`src/rtl/uart_rx_sampler.sv`:
```
// ---------------------------------------------------------------------------
// uart_rx_sampler
//
// Oversampling front end of the UART receiver. It runs two counters:
// edge_cnt counts oversample ticks within a bit, and bit_cnt counts bits
// within a frame. Around each bit centre it takes three samples of the line
// and registers their majority as sampled_bit, with a one-cycle
// sample_valid strobe. frame_done pulses once after the last tick of the
// last bit.
//
// Parameters
//   PRESCALE_W : width of prescale and edge_cnt
//   BIT_CNT_W  : width of frame_len and bit_cnt
//
// Ports
//   CLK          in   oversampling clock
//   RST          in   asynchronous active-high reset
//   RX_IN        in   serial line, idles high
//   cnt_en       in   counter enable from the RX FSM; low clears both counters
//   dat_samp_en  in   sampling enable from the RX FSM
//   prescale     in   oversampling ratio (8, 16 or 32; anything else -> 8)
//   frame_len    in   bits per frame including start/stop (0 or 1 -> 1)
//   edge_cnt     out  oversample index within the current bit
//   bit_cnt      out  bit index within the frame, 0 = start bit
//   sampled_bit  out  majority-voted bit value
//   sample_valid out  one-cycle pulse when sampled_bit updates
//   frame_done   out  one-cycle pulse after the last bit's final tick
//
// Build option
//   UART_RX_SYNC_EN : when defined, RX_IN passes through a two-flop
//   synchronizer (reset to idle-high) before the sample registers. The
//   capture points in edge_cnt terms are unchanged, so the line-to-sample
//   delay grows by two cycles. When undefined, RX_IN must already be
//   synchronous to CLK.
// ---------------------------------------------------------------------------
module uart_rx_sampler #(
    parameter int PRESCALE_W = 6,
    parameter int BIT_CNT_W  = 4
) (
    input  logic                  CLK,
    input  logic                  RST,
    input  logic                  RX_IN,
    input  logic                  cnt_en,
    input  logic                  dat_samp_en,
    input  logic [PRESCALE_W-1:0] prescale,
    input  logic [BIT_CNT_W-1:0]  frame_len,
    output logic [PRESCALE_W-1:0] edge_cnt,
    output logic [BIT_CNT_W-1:0]  bit_cnt,
    output logic                  sampled_bit,
    output logic                  sample_valid,
    output logic                  frame_done
);

    localparam logic [PRESCALE_W-1:0] PS_8   = PRESCALE_W'(8);
    localparam logic [PRESCALE_W-1:0] PS_16  = PRESCALE_W'(16);
    localparam logic [PRESCALE_W-1:0] PS_32  = PRESCALE_W'(32);
    localparam logic [PRESCALE_W-1:0] E_ONE  = PRESCALE_W'(1);
    localparam logic [PRESCALE_W-1:0] E_TWO  = PRESCALE_W'(2);
    localparam logic [BIT_CNT_W-1:0]  B_ONE  = BIT_CNT_W'(1);

    // -----------------------------------------------------------------------
    // State
    // -----------------------------------------------------------------------
    logic [PRESCALE_W-1:0] edge_cnt_q, edge_cnt_d;
    logic [BIT_CNT_W-1:0]  bit_cnt_q, bit_cnt_d;
    logic                  sampled_bit_q, sampled_bit_d;
    logic                  sample_valid_q, sample_valid_d;
    logic                  frame_done_q, frame_done_d;
    logic [PRESCALE_W-1:0] ps_q, ps_d;       // latched prescale (P)
    logic                  cnt_en_q;         // cnt_en one cycle ago

    // -----------------------------------------------------------------------
    // Derived frame/bit geometry
    // -----------------------------------------------------------------------
    logic [PRESCALE_W-1:0] ps_legal;
    logic [PRESCALE_W-1:0] half;
    logic [PRESCALE_W-1:0] vote_pt;
    logic [BIT_CNT_W-1:0]  bit_last_idx;
    logic                  edge_last;
    logic                  bit_last;
    logic                  cnt_start;

    always_comb begin
        ps_legal = PS_8;
        if (prescale == PS_16 || prescale == PS_32) begin
            ps_legal = prescale;
        end
    end

    assign half      = ps_q >> 1;
    assign vote_pt   = half + E_TWO;
    assign edge_last = (edge_cnt_q == ps_q - E_ONE);

    // frame_len 0 and 1 both mean a single-bit frame.
    assign bit_last_idx = (frame_len <= B_ONE) ? '0 : frame_len - B_ONE;

    // '>=' rather than '==' so a frame_len shrunk mid-frame still wraps
    // at the next bit boundary instead of running on to counter overflow.
    assign bit_last = (bit_cnt_q >= bit_last_idx);

    // The prescale is captured on the first enabled cycle. edge_cnt is 0 on
    // that cycle, so the compares below using the previous ps_q cannot hit.
    assign cnt_start = cnt_en && !cnt_en_q;
    assign ps_d      = cnt_start ? ps_legal : ps_q;

    // -----------------------------------------------------------------------
    // Line input (optionally synchronized)
    // -----------------------------------------------------------------------
    logic rx_line;

`ifdef UART_RX_SYNC_EN
    logic sync1_q;
    logic sync2_q;

    always_ff @(posedge CLK or posedge RST) begin
        if (RST) begin
            sync1_q <= 1'b1;
            sync2_q <= 1'b1;
        end else begin
            sync1_q <= RX_IN;
            sync2_q <= sync1_q;
        end
    end

    assign rx_line = sync2_q;
`else
    assign rx_line = RX_IN;
`endif

    // -----------------------------------------------------------------------
    // Three sample registers at edge_cnt = H-1, H, H+1.
    // Captures run whenever the counters run; dat_samp_en only gates the
    // vote, so a disabled bit simply leaves stale samples that get
    // overwritten on the next bit.
    // -----------------------------------------------------------------------
    logic [2:0] samp;

    genvar gi;
    generate
        for (gi = 0; gi < 3; gi++) begin : g_samp
            logic                  cap_q;
            logic [PRESCALE_W-1:0] cap_pt;

            assign cap_pt = half - E_ONE + PRESCALE_W'(gi);

            always_ff @(posedge CLK or posedge RST) begin
                if (RST) begin
                    cap_q <= 1'b1;
                end else if (cnt_en && (edge_cnt_q == cap_pt)) begin
                    cap_q <= rx_line;
                end
            end

            assign samp[gi] = cap_q;
        end
    endgenerate

    logic vote;
    assign vote = (samp[0] & samp[1]) | (samp[0] & samp[2]) | (samp[1] & samp[2]);

    // -----------------------------------------------------------------------
    // Counter / strobe next-state
    // -----------------------------------------------------------------------
    always_comb begin
        edge_cnt_d     = edge_cnt_q;
        bit_cnt_d      = bit_cnt_q;
        sampled_bit_d  = sampled_bit_q;
        sample_valid_d = 1'b0;
        frame_done_d   = 1'b0;

        if (!cnt_en) begin
            // Abort: counters clear, no pulses; sampled_bit keeps its value.
            edge_cnt_d = '0;
            bit_cnt_d  = '0;
        end else begin
            if (edge_last) begin
                edge_cnt_d = '0;
                if (bit_last) begin
                    bit_cnt_d    = '0;
                    frame_done_d = 1'b1;
                end else begin
                    bit_cnt_d = bit_cnt_q + B_ONE;
                end
            end else begin
                edge_cnt_d = edge_cnt_q + E_ONE;
            end

            // The vote point H+2 is always below P-1, so a vote never lands
            // on the same tick as frame_done.
            if (dat_samp_en && (edge_cnt_q == vote_pt)) begin
                sampled_bit_d  = vote;
                sample_valid_d = 1'b1;
            end
        end
    end

    always_ff @(posedge CLK or posedge RST) begin
        if (RST) begin
            edge_cnt_q     <= '0;
            bit_cnt_q      <= '0;
            sampled_bit_q  <= 1'b1;
            sample_valid_q <= 1'b0;
            frame_done_q   <= 1'b0;
            ps_q           <= PS_8;
            cnt_en_q       <= 1'b0;
        end else begin
            edge_cnt_q     <= edge_cnt_d;
            bit_cnt_q      <= bit_cnt_d;
            sampled_bit_q  <= sampled_bit_d;
            sample_valid_q <= sample_valid_d;
            frame_done_q   <= frame_done_d;
            ps_q           <= ps_d;
            cnt_en_q       <= cnt_en;
        end
    end

    assign edge_cnt     = edge_cnt_q;
    assign bit_cnt      = bit_cnt_q;
    assign sampled_bit  = sampled_bit_q;
    assign sample_valid = sample_valid_q;
    assign frame_done   = frame_done_q;

endmodule
```
`config.mk`:
```
export PLATFORM = sky130hd
export DESIGN_NAME = uart_rx_sampler
export DESIGN_NICKNAME = d
export VERILOG_FILES = /design/src/rtl/uart_rx_sampler.sv
export SDC_FILE = /design/constraint.sdc
export NUM_CORES = 1
export LEC_CHECK = 0
export BUFFER_PORTS_ARGS = -buffer_cell sky130_fd_sc_hd__buf_2
export CAP_MARGIN = 20
export CORE_ASPECT_RATIO = 2
export CORE_UTILIZATION = 60
export CTS_CLUSTER_DIAMETER = 150
export DETAILED_ROUTE_END_ITERATION = 8
export PLACE_DENSITY = 0.83
export SLEW_MARGIN = 20
export SYNTH_ARGS = -nofsm -noshare
export SYNTH_HDL_FRONTEND = slang
export SYNTH_SLANG_ARGS = --single-unit
```
`constraint.sdc`:
```
create_clock -name CLK -period 5 [get_ports CLK]
set_input_delay 0.5 -clock CLK [delete_from_list [all_inputs] [get_ports CLK]]
set_output_delay 0.5 -clock CLK [all_outputs]
set_load 0.005 [all_outputs]
```
# Yosys cells after proc, flatten, opt, wreduce, memory -nomap -nowiden
# Cells that the tools add are included.
# classes
addsub	8
n_lt_le_gt_ge	2
n_eq_ne	8
n_mux	12
n_bitwise	5
reduce_logical	8
# ops
op	count
$eq 6x6->1	5
$mux 6	3
$mux 4	4
$add 6x1->6 const B	2
$add 5x2->6 const B	1
$add 6x2->6 const B	1
$eq 6x5->1 const B	1
$eq 6x6->1 const B	1
$sub 5x1->6 const B	1
$sub 6x1->6 const B	1
$logic_and 1x1->1	5
$mux 1	5
$add 4x1->4 const B	1
$ge 4x4->1	1
$le 4x1->1 const B	1
$sub 4x1->4 const B	1
$and 1x1->1	3
$ne 2x1->1 const B	1
$or 1x1->1	2
$reduce_and 2->1	1
$logic_not 1->1	1
$logic_or 1x1->1	1
# totals
reg_bits	23
input_bits	15
output_inout_bits	13

# Depth between registers and ports, before layout
# Gate-level depths: netlist of the first run.
# logic_depth
word_depth	6
ltp_mapped	12
ltp_nobuf	12

# Worst setup path after synthesis of the first run
# OpenSTA, ideal clock, no wires.
# synth_path
kind	input to register
start	in frame_len[0]
end	reg bit_cnt_q[2] (netlist: bit_cnt[2])
setup_time_ns	0.082
arrival_time_ns	2.386
required_ns	4.918
slack_ns	2.533
path_stages	11
cell_sequence	inv_1 ha_1 nor2_1 nor3_1 or2_2 ha_1 a21o_1 a21o_1 a21oi_1 nand4b_1 a31oi_1
# synth_between
elab_chain_cells	6
# synth_rtl
element	line	rtl
from (decl)	46	input logic [BIT_CNT_W-1:0] frame_len,
$sub 4x1->4 or $le 4x1->1 (tied branches)	95	assign bit_last_idx = (frame_len <= B_ONE) ? '0 : frame_len - B_ONE;
$mux 4 (*)	95	
$ge 4x4->1 (*)	99	assign bit_last = (bit_cnt_q >= bit_last_idx);
$mux 4 (*)	178	if (bit_last) begin
$mux 4 (*)	176	if (edge_last) begin
$mux 4 (*)	171	if (!cnt_en) begin
to (signal assigned)	208	bit_cnt_q <= bit_cnt_d;
to (decl)	65	logic [BIT_CNT_W-1:0] bit_cnt_q, bit_cnt_d;
# Every way passes the cells marked *; elsewhere a longest branch is shown, timed or not. The select of a mux whose other input is x is not followed.
# A chain may end at the register's enable or synchronous reset.

# Final worst setup path of the first run
# layout_path
start	reg ps_q[1]
end	reg g_samp[1].cap_q
# layout_between
elab_chain_cells	4
# layout_rtl
element	line	rtl
from (decl)	69	logic [PRESCALE_W-1:0] ps_q, ps_d;
from (signal assigned)	212	ps_q <= ps_d;
$sub 5x1->6	144	assign cap_pt = half - E_ONE + PRESCALE_W'(gi);
$add 6x1->6	144	
$eq 6x6->1	149	end else if (cnt_en && (edge_cnt_q == cap_pt)) begin
$logic_and 1x1->1	149	
to (signal assigned)	150	cap_q <= rx_line;
to (decl)	141	logic cap_q;
# Every way passes these cells.

==> results of run 1 <==
==> cells in the mapped netlist, drive strengths merged (2+ instances only) <==
master  count
nand4       3
buf         6
and3        2
clkbuf      2
a21boi      2
mux2i       2
nor2       14
or4         2
ha         15
a21oi       7
dfrtp      18
a22o        2
nand2      15
xnor2      16
inv        12
a21o        2
dfstp       5
nand2b      2
mux2        5
nand3      10
a31oi       3
nor3        9
o21ai       5
and2        4
xor2       18
==> layout by cell type (no fill, tap or decap), types with 2 or more instances in the layout <==
| cell | netlist | routed |
|---|---|---|
| a21o_1 | 2 | 2 |
| a21oi_1 | 7 | 7 |
| a31oi_1 | 3 | 3 |
| and2_1 | 4 | 4 |
| and3_1 | 2 | 2 |
| buf_2 | 2 | 27 |
| clkbuf_8 | 2 | 3 |
| dfrtp_1 | 18 | 18 |
| dfstp_2 | 5 | 5 |
| ha_1 | 15 | 15 |
| inv_1 | 12 | 12 |
| mux2_1 | 2 | 2 |
| mux2_2 | 3 | 3 |
| mux2i_1 | 2 | 2 |
| nand2_1 | 14 | 14 |
| nand2b_1 | 2 | 2 |
| nand3_1 | 10 | 10 |
| nand4_1 | 3 | 3 |
| nor2_1 | 14 | 14 |
| nor3_1 | 7 | 7 |
| nor3_2 | 2 | 2 |
| o21ai_1 | 4 | 4 |
| or4_1 | 2 | 2 |
| xnor2_1 | 15 | 15 |
| xor2_1 | 16 | 16 |
| xor2_2 | 2 | 2 |
==> power groups by stage <==
stage / registers [mW] / logic, mW / clock network [mW]
floorplan: 0.219 / 0.0546 / 0
global placement: 0.225 / 0.0678 / 0
detailed placement: 0.225 / 0.0712 / 0
CTS: 0.222 / 0.0718 / 0.116
global route: 0.224 / 0.0805 / 0.126
finish: 0.222 / 0.0709 / 0.115
==> critical path: stages (launching register included) <==
cell and delay [ns]:
dfrtp_1 0.53, inv_1 0.13, ha_1 0.29, xnor2_1 0.21, inv_1 0.08, ha_1 0.19, or2b_2 0.35, a21boi_0 0.14
a31oi_1 0.17, o21ai_0 0.13, nand4_1 0.10, mux2_1 0.33
==> final cells by class <==
| class | count | area (µm²) | share of cell area, % |
|---|---|---|---|
| Inverter | 12 | 45.04 | 2.250 |
| Clock buffer | 3 | 41.29 | 2.063 |
| Clock inverter | 1 | 5.005 | 0.2500 |
| Timing Repair Buffer | 27 | 135.1 | 6.750 |
| Multi-Input combinational cell | 154 | 1156 | 57.75 |
| Tap cell | 30 | 37.54 | 1.875 |
| Sequential cell | 23 | 581.8 | 29.06 |
==> how the worst min path moves through the flow <==
| stage | slack [ns] | from | cells past startpoint | endpoint |
|---|---|---|---|---|
| after global routing | 0.43 | cnt_en | 1 | cnt_en_q |
| after detailed placement | 0.58 | ps_q[0] | 1 | ps_q[0] |
| final | 0.40 | RST | 2 | bit_cnt[0] |
| after CTS | 0.43 | RST | 2 | edge_cnt[0] |
| after floorplan | 0.50 | RST | 1 | bit_cnt[0] |
| after global placement | 0.56 | ps_q[0] | 1 | ps_q[0] |
==> registers in the layout, indices dropped and copies added, names as in the netlist <==
signal	cells
sampled_bit	1
frame_done	1
ps_q	6
sample_valid	1
cnt_en_q	1
edge_cnt	6
bit_cnt	4
g_samp.cap_q	3
==> cell families after synthesis <==
group                      Yosys count  synth area share [%]
AOI/OAI and AO/OA                   25                 9.293
adders and majority gates           16                 10.64
DFF                                 23                 31.31
xor gates and xnor gates            34                 17.24
and+or+nand+nor                     72                 20.94
muxes                                7                 4.108
buffers and inverters               20                 6.464
==> per-stage QoR <==
stage | setup WS (ns) | utilization (%) | power [mW]
floorplan | 2.533 | - | 0.2732
global placement | 2.275 | 66.45 | 0.2925
detailed placement | 2.127 | 66.45 | 0.2966
CTS | 2.274 | 68.03 | 0.4095
global route | 1.993 | 68.03 | 0.4306
finish | 2.276 | 68.03 | 0.4074
==> layer usage <==
layer	vias up	part of all wire [%]	track usage [%]
li1	722	-	-
met1	681	35	27.32
met2	35	59	48.91
met3	12	2.3	1.934
met4	0	3.4	12.90
met5	-	0	0
==> summary.txt, run 1 <==
Run status
  – Outcome: finished, final reports clean

Floorplan
  – Placeable core area: 2943 µm²
  – Row count: 28
  – Die footprint: approximately 3300 µm²
  – Die Ht: a little over 80 µm
  – Chip width: about 41 µm
  – Initial core utilization: 63.14%
  – Number of I/O pins: 28

Clock network
  – # H-tree levels: 1
  – CTS tree: done
  – Post-CTS setup buffers: 0
  – Clock buffer depth: 2
  – Root Driver: clkbuf_8
  – CTS Hold Buffers Added: 0
  – CTS Sinks: 23
  – Clock slew at reported path FFs: 0.08 ns
  – Number of gates resized after CTS: 0
  – CTS buffer count: 3
  – Worst skew pair latency: approximately 0.27 ns

Route
  – Avg WL per Cell: roughly 15 µm
  – DR DRC count: 0
  – Vias: about 1500
  – Drt first pass iters: 4
  – Routed WL: 3.729 mm
  – Via/cell ratio: 5.800
  – Routed Antenna Nets: 0
  – Initial DRC Count: 27

Synthesis
  – Syn. warnings: 0
  – Seq/Total Area, Yosys: 31.31%
  – Leading area contributor after synthesis: dfrtp_1
  – Mapped Cells: 197
  – Synth top area share: between 20% and 30%
  – Synth async-reset ratio: 100.0%
  – Syn Std Cell Area: ~1900 µm²
  – Post-synth cell types: between 50 and 60
  – EDFF count, synth: 0
  – #FFs+latches synth: 23
  – Leading post-synthesis cells by cell area: dfrtp_1 24%, ha_1 10%, xor2_1 7.5%
  – Mean Syn Cell Area: 9.432 µm²
  – Post-synth top flop: dfrtp_1
  – Syn_nets: 227

Critical path
  – Worst r2r dst: g_samp[1].cap_q
  – CP max FO: 8
  – CP arrival: about 2.9 ns
  – Worst Path Required: between 5 and 6 ns
  – FF-to-FF Start: ps_q[1]
  – Worst R2R Setup Slack: ~2.3 ns
  – CP Launch Point: ps_q[1]
  – CP endpoint: g_samp[1].cap_q
  – Worst reg2reg path depth: 11
  – CP Capture Type: flop
  – Crit path kind: flop to flop
  – Critical Path Start Type: flop

Min path
  – Class of the worst hold path: input pin to async pin

Pwr
  – Pwr per Cell Area: around 200 nW/µm²
  – Leak Pwr: around 0.96 nW
  – Combinational group share of total power: around 17%
  – Sw Ratio: 26.65%
  – Maximum vdd drop: roughly 0.00017 V
  – Psw: roughly 0.11 mW
  – Register share of total power: a little over half
  – Clock power frac: around 28%
  – Cell-internal power: 0.2989 mW

Timing
  – Hold Slack: 0.4026 ns
  – Setup TNS: 0 ns
  – Final setup viols: 0
  – Unrepaired setup endpoints after global routing: false
  – Fmax: about 370 MHz
  – Worst-Margin Slew: 0.8760 ns
  – Clock skew: 0.005142 ns
  – Slew Viols, Final: 0
  – Minimum clock period: 2.725 ns
  – Hold Vio Cnt, Final: 0
  – Fin crit share: ~54%
  – Slew margin rel.: between 40% and 50%

Finish
  – Final instance area: roughly 2000 µm²
  – Area Growth Syn to Fin: 7.744%
  – Fraction of layout cells with a size suffix above 1: between 20% and 30%
  – NumNets Final: around 250
  – Layout fillers: between 200 and 300
  – Non-filler cells, final: 250
  – Antenna diodes: 0

GRT
  – Total grt overflow: 0
  – Initial antenna violation count: 0
  – First-pass GRT wire length: 6.175 mm
  – Pin count of the biggest net entering global routing: 24
  – GRT Resource Usage Total: 26.72%
  – Vias in the first global route: around 1500

Placed design
  – I/O Buffers: 27
  – Placed Instances: ~250
  – Routability cong.: a little under 0.9
  – Post-DP Area: 1956 µm²
  – Detailed placer's ending HPWL: 2.988 mm

Run
  – Max Cap Viol: 0
No activity file was read; power rests on OpenSTA's default activity.
==> run 2: changes to the inputs <==
--- a/config.mk
+++ b/config.mk
@@ -8,10 +8,10 @@
 export BUFFER_PORTS_ARGS = -buffer_cell sky130_fd_sc_hd__buf_2
 export CAP_MARGIN = 20
 export CORE_ASPECT_RATIO = 2
-export CORE_UTILIZATION = 60
+export CORE_UTILIZATION = 51
 export CTS_CLUSTER_DIAMETER = 150
 export DETAILED_ROUTE_END_ITERATION = 8
-export PLACE_DENSITY = 0.83
+export PLACE_DENSITY = 0.76
 export SLEW_MARGIN = 20
 export SYNTH_ARGS = -nofsm -noshare
 export SYNTH_HDL_FRONTEND = slang
==> constraint.sdc (replaced) <==
create_clock -name CLK -period 2.5 [get_ports CLK]
set_input_delay 0.25 -clock CLK [delete_from_list [all_inputs] [get_ports CLK]]
set_output_delay 0.25 -clock CLK [all_outputs]
set_load 0.005 [all_outputs]
==> summary.txt, run 2 (synthesized netlist as in run 1, its figures left out) <==
Finish
  – Commonest non-fill, non-tap cell in the layout: buf_2
  – Layout Utilization: 62.20%
  – Fraction of layout cells with a size suffix above 1: between 20% and 30%
  – FF/Latch Area: 581.8 µm²
  – Layout fillers: about 290
  – Antenna diodes: 0
  – Combined area of the multi-input logic cells: about 1200 µm²
  – Commonest cells after routing, fill and taps aside: 27 x buf_2, 18 x dfrtp_1, 16 x xor2_1, 15 x xnor2_1
  – NumNets Final: 260
  – Area Growth Syn to Fin: 14.34%

Clock network
  – Clock buffer depth: 2
  – # H-tree levels: 1
  – Worst skew pair latency: roughly 0.27 ns
  – CTS buffer count: 3
  – Post-CTS setup buffers: 0
  – Root Driver: clkbuf_8
  – Clock slew at reported path FFs: 0.09 ns
  – CTS tree: done
  – CTS Sinks: 23

Timing
  – Clock skew: between 0.009 and 0.01 ns
  – Slew margin rel.: 40.83%
  – Slew Viols, Final: 0
  – Worst-Margin Slew: around 0.89 ns
  – Final WS setup: about 0.14 ns
  – Hold Vio Cnt, Final: 0
  – Fmax: approximately 420 MHz
  – Final setup viols: 0
  – Minimum clock period: 2.357 ns
  – Fin crit share: a little over nine tenths

Floorplan
  – Number of I/O pins: 28
  – Die Ht: ~87 µm
  – Chip width: 44.68 µm
  – Placeable core area: 3416 µm²
  – Initial core utilization: between 50% and 60%
  – Die footprint: approximately 3900 µm²
  – Row count: 30

Run
  – Max Cap Viol: 0

Critical path
  – CP Capture Type: flop
  – Crit path kind: flop to flop
  – Worst Path Required: 2.65 ns
  – Critical Path Start Type: flop
  – CP arrival: roughly 2.5 ns
  – CP max FO: 9
  – CP Launch Point: ps_q[3]
  – FF-to-FF Start: ps_q[3]

Route
  – Initial DRC Count: 25
  – Routed WL: between 4 and 5 mm
  – Drt first pass iters: 4
  – Avg WL per Cell: 14.56 µm
  – DR DRC count: 0
  – Vias: 1517
  – Via/cell ratio: between 5 and 6
  – Routed Antenna Nets: 0

Min path
  – Class of the worst hold path: input pin to async pin

Placed design
  – Worst slack, placed: approximately 0.11 ns
  – Detailed placer's ending HPWL: 3.021 mm
  – Routability cong.: 0.8950
  – I/O Buffers: 27

GRT
  – Pin count of the biggest net entering global routing: 24
  – Vias in the first global route: 1520
  – Initial antenna violation count: 0
  – GRT Resource Usage Total: between 20% and 30%
  – Total grt overflow: 0
  – First-pass GRT wire length: between 6 and 7 mm

Run status
  – Outcome: finished, final reports clean

Pwr
  – Sw Ratio: roughly 28%
  – Psw: approximately 0.23 mW
  – Pwr per Cell Area: 392.8 nW/µm²
  – Register share of total power: 52.6%
  – Combinational group share of total power: 18.3%
  – Leak Pwr: between 1 and 1.5 nW
  – Maximum vdd drop: 0.0003914 V
  – Clock power frac: 29.1%
  – Cell-internal power: 0.6037 mW
run 2: final timing paths:
kind,slack [ns],cells after the start,end
worst max register to register,0.14,8,edge_cnt[0]
max in group asynchronous,1.80,2,ps_q[1]
min in group CLK,0.21,1,cnt_en_q
worst min register to register,0.59,1,ps_q[0]
worst min-delay path,0.16,2,ps_q[5]
worst max-delay path,0.14,8,edge_cnt[0]
run 2: power by group through the flow:
| stage | registers (mW) | clock network, mW | logic, mW |
|---|---|---|---|
| 6_report | 0.439 | 0.243 | 0.153 |
| 5_1_grt | 0.443 | 0.259 | 0.169 |
| 3_5_place_dp | 0.446 | 0 | 0.152 |
| 3_3_place_gp | 0.446 | 0 | 0.149 |
| 4_1_cts | 0.439 | 0.247 | 0.153 |
| 2_1_floorplan | 0.437 | 0 | 0.109 |
run 2: cell type report:
type,instances,area share [%]
Multi-Input combinational cell,154,55.83
Sequential cell,23,27.39
Timing Repair Buffer,36,9.541
Tap cell,48,2.827
Inverter,12,2.120
Clock buffer,3,1.943
Clock inverter,1,0.3534
run 2: worst max-delay path, stage by stage (launching register included):
cell and delay, ns:
dfstp_2 0.66, inv_1 0.12, ha_1 0.25, inv_1 0.07
o21ai_1 0.06, xnor2_1 0.15, or4_1 0.67, nand2_2 0.19
nor2_1 0.05
run 2: through the flow:
stage / std cells / setup TNS [ns] / power, mW / hold WS [ns] / area [µm²]
4_1_cts: 277 / 0 / 0.8391 / 0.1884 / 2095
3_5_place_dp: 273 / 0 / 0.5984 / 0.4812 / 2046
6_report: 277 / 0 / 0.8346 / 0.1569 / 2125
3_3_place_gp: 273 / 0 / 0.5946 / 0.4681 / 2046
2_1_floorplan: 197 / 0 / 0.5465 / 0.2482 / 1858
5_1_grt: 277 / -0.01864 / 0.8711 / 0.1922 / 2125
run 2: metal layers:
metal	wire, µm	global-route usage (%)	vias up
li1	-	-	734
met1	1464	19.47	739
met2	2355	43.98	33
met3	78	2.075	11
met4	136	9.917	0
met5	0	0	-
run 2: what timing repair did:
action | in CTS | in global routing
hold buffers | 0 | 0
setup endpoints to repair | 0 | 11
endpoints found under the hold margin | 0 | 0
gates resized for setup | 0 | 4
==> run 3: changes to the inputs <==
--- a/config.mk
+++ b/config.mk
@@ -11,7 +11,7 @@
 export CORE_UTILIZATION = 51
 export CTS_CLUSTER_DIAMETER = 150
 export DETAILED_ROUTE_END_ITERATION = 8
-export PLACE_DENSITY = 0.76
+export PLACE_DENSITY = 0.73
 export SLEW_MARGIN = 20
 export SYNTH_ARGS = -nofsm -noshare
 export SYNTH_HDL_FRONTEND = slang
==> summary.txt, run 3 (synthesized netlist as in run 1, its figures left out) <==
Floorplan
  – Chip width: 44.68 µm
  – Number of I/O pins: 28
  – Row count: 30
  – Die footprint: ~3900 µm²
  – Initial core utilization: 54.40%
  – Placeable core area: between 3000 and 4000 µm²
  – Die Ht: 87.36 µm

Timing
  – Fmax: between 400 and 500 MHz
  – Worst-Margin Slew: about 0.86 ns
  – Slew margin rel.: about 43%
  – Final setup viols: 0
  – Unrepaired setup endpoints after global routing: false
  – Clock skew: 0.003345 ns
  – Setup TNS: 0 ns
  – Fin crit share: between 90 and 100%
  – Slew Viols, Final: 0
  – Minimum clock period: around 2.3 ns
  – Hold Vio Cnt, Final: 0

Route
  – Routed Antenna Nets: 0
  – Via/cell ratio: around 5.3
  – Routed WL: 3.779 mm
  – Drt first pass iters: 4
  – Vias: about 1500
  – Initial DRC Count: 34
  – Avg WL per Cell: about 14 µm
  – DR DRC count: 0

GRT
  – Vias in the first global route: between 1000 and 1500
  – Pin count of the biggest net entering global routing: 24
  – First-pass GRT wire length: 6.492 mm
  – Initial antenna violation count: 0
  – Total grt overflow: 0
  – GRT Resource Usage Total: around 22%

Placed design
  – I/O Buffers: 27
  – Placed Instances: 273
  – Detailed placer's ending HPWL: just over 3 mm
  – Routability cong.: roughly 0.84

Clock network
  – Post-CTS setup buffers: 0
  – Clock buffer depth: 2
  – CTS Sinks: 23
  – CTS buffer count: 3
  – Worst skew pair latency: approximately 0.26 ns
  – CTS tree: done
  – # H-tree levels: 1
  – CTS Hold Buffers Added: 0
  – Root Driver: clkbuf_8
  – Clock slew at reported path FFs: 0.08 ns

Critical path
  – CP Launch Point: ps_q[3]
  – CP Capture Type: flop
  – FF-to-FF Start: ps_q[3]
  – Crit path kind: flop to flop
  – Worst Path Required: about 2.7 ns
  – CP max FO: 9
  – Critical Path Start Type: flop
  – CP arrival: ~2.5 ns

Finish
  – Area Growth Syn to Fin: 12.66%
  – NumNets Final: 260
  – Antenna diodes: 0
  – Commonest non-fill, non-tap cell in the layout: buf_2
  – Fraction of layout cells with a size suffix above 1: 26.20%
  – Non-filler cells, final: 277
  – Layout Utilization: between 60% and 70%
  – Commonest cells after routing, fill and taps aside: 27 x buf_2, 18 x dfrtp_1, 16 x xor2_1, 15 x xnor2_1

Run
  – Max Cap Viol: 0

Pwr
  – Leak Pwr: 0.9989 nW
  – Maximum vdd drop: 0.0002426 V
  – Pwr per Cell Area: 392.6 nW/µm²

Min path
  – Class of the worst hold path: input pin to async pin

Run status
  – Outcome: finished, final reports clean
## run 3: routing by layer
layer	routed length (µm)	GRT usage (%)
met5	0	0
met2	2252	44.92
met3	89	1.867
met4	65	6.612
met1	1372	22.34
## run 3: through the flow
| stage | power (mW) | cell area (µm²) | setup WS [ns] | hold WS [ns] |
|---|---|---|---|---|
| after floorplan | 0.5465 | 1858 | 0.1854 | 0.2482 |
| after global placement | 0.5951 | 2046 | 0.1651 | 0.4790 |
| after detailed placement | 0.5982 | 2046 | 0.1387 | 0.4716 |
| after CTS | 0.8272 | 2091 | 0.1449 | 0.1865 |
| after global routing | 0.8625 | 2093 | 0.02247 | 0.1980 |
| final | 0.8218 | 2093 | 0.1626 | 0.1509 |
## run 3: layout make-up
class	instances	area (µm²)
clock buffer	4	45.04
fill	311	1323
inverter	12	45.04
multi-input combinational	154	1159
sequential	23	581.8
tap	48	60.06
timing repair buffer	36	202.7
## run 3: worst paths after layout
kind / to / slack (ns) / depth (start not counted)
worst max-delay path: g_samp[1].cap_q / 0.16 / 8
worst min register to register: bit_cnt[0] / 0.60 / 2
min in group CLK: cnt_en_q / 0.21 / 1
max in group asynchronous: edge_cnt[4] / 1.82 / 2
worst max register to register: g_samp[1].cap_q / 0.16 / 8
worst min-delay path: frame_done / 0.15 / 2
## run 3: power breakdown
part           switching [mW]  internal, mW
registers              0.0241         0.414
logic                  0.0741        0.0767
clock network           0.119         0.114
## run 3: timing repair
item                                    4_1_cts  5_1_grt
gates resized for setup                       0        1
endpoints found under the setup margin        0        1
hold endpoints to repair                      0        0
## run 3: critical path: stages (launching register included)
cell	delay [ns]
dfstp_2	0.65
inv_1	0.12
ha_1	0.26
a21boi_4	0.26
mux2i_1	0.30
o21bai_1	0.10
xor2_1	0.15
nand4_1	0.12
mux2_1	0.32
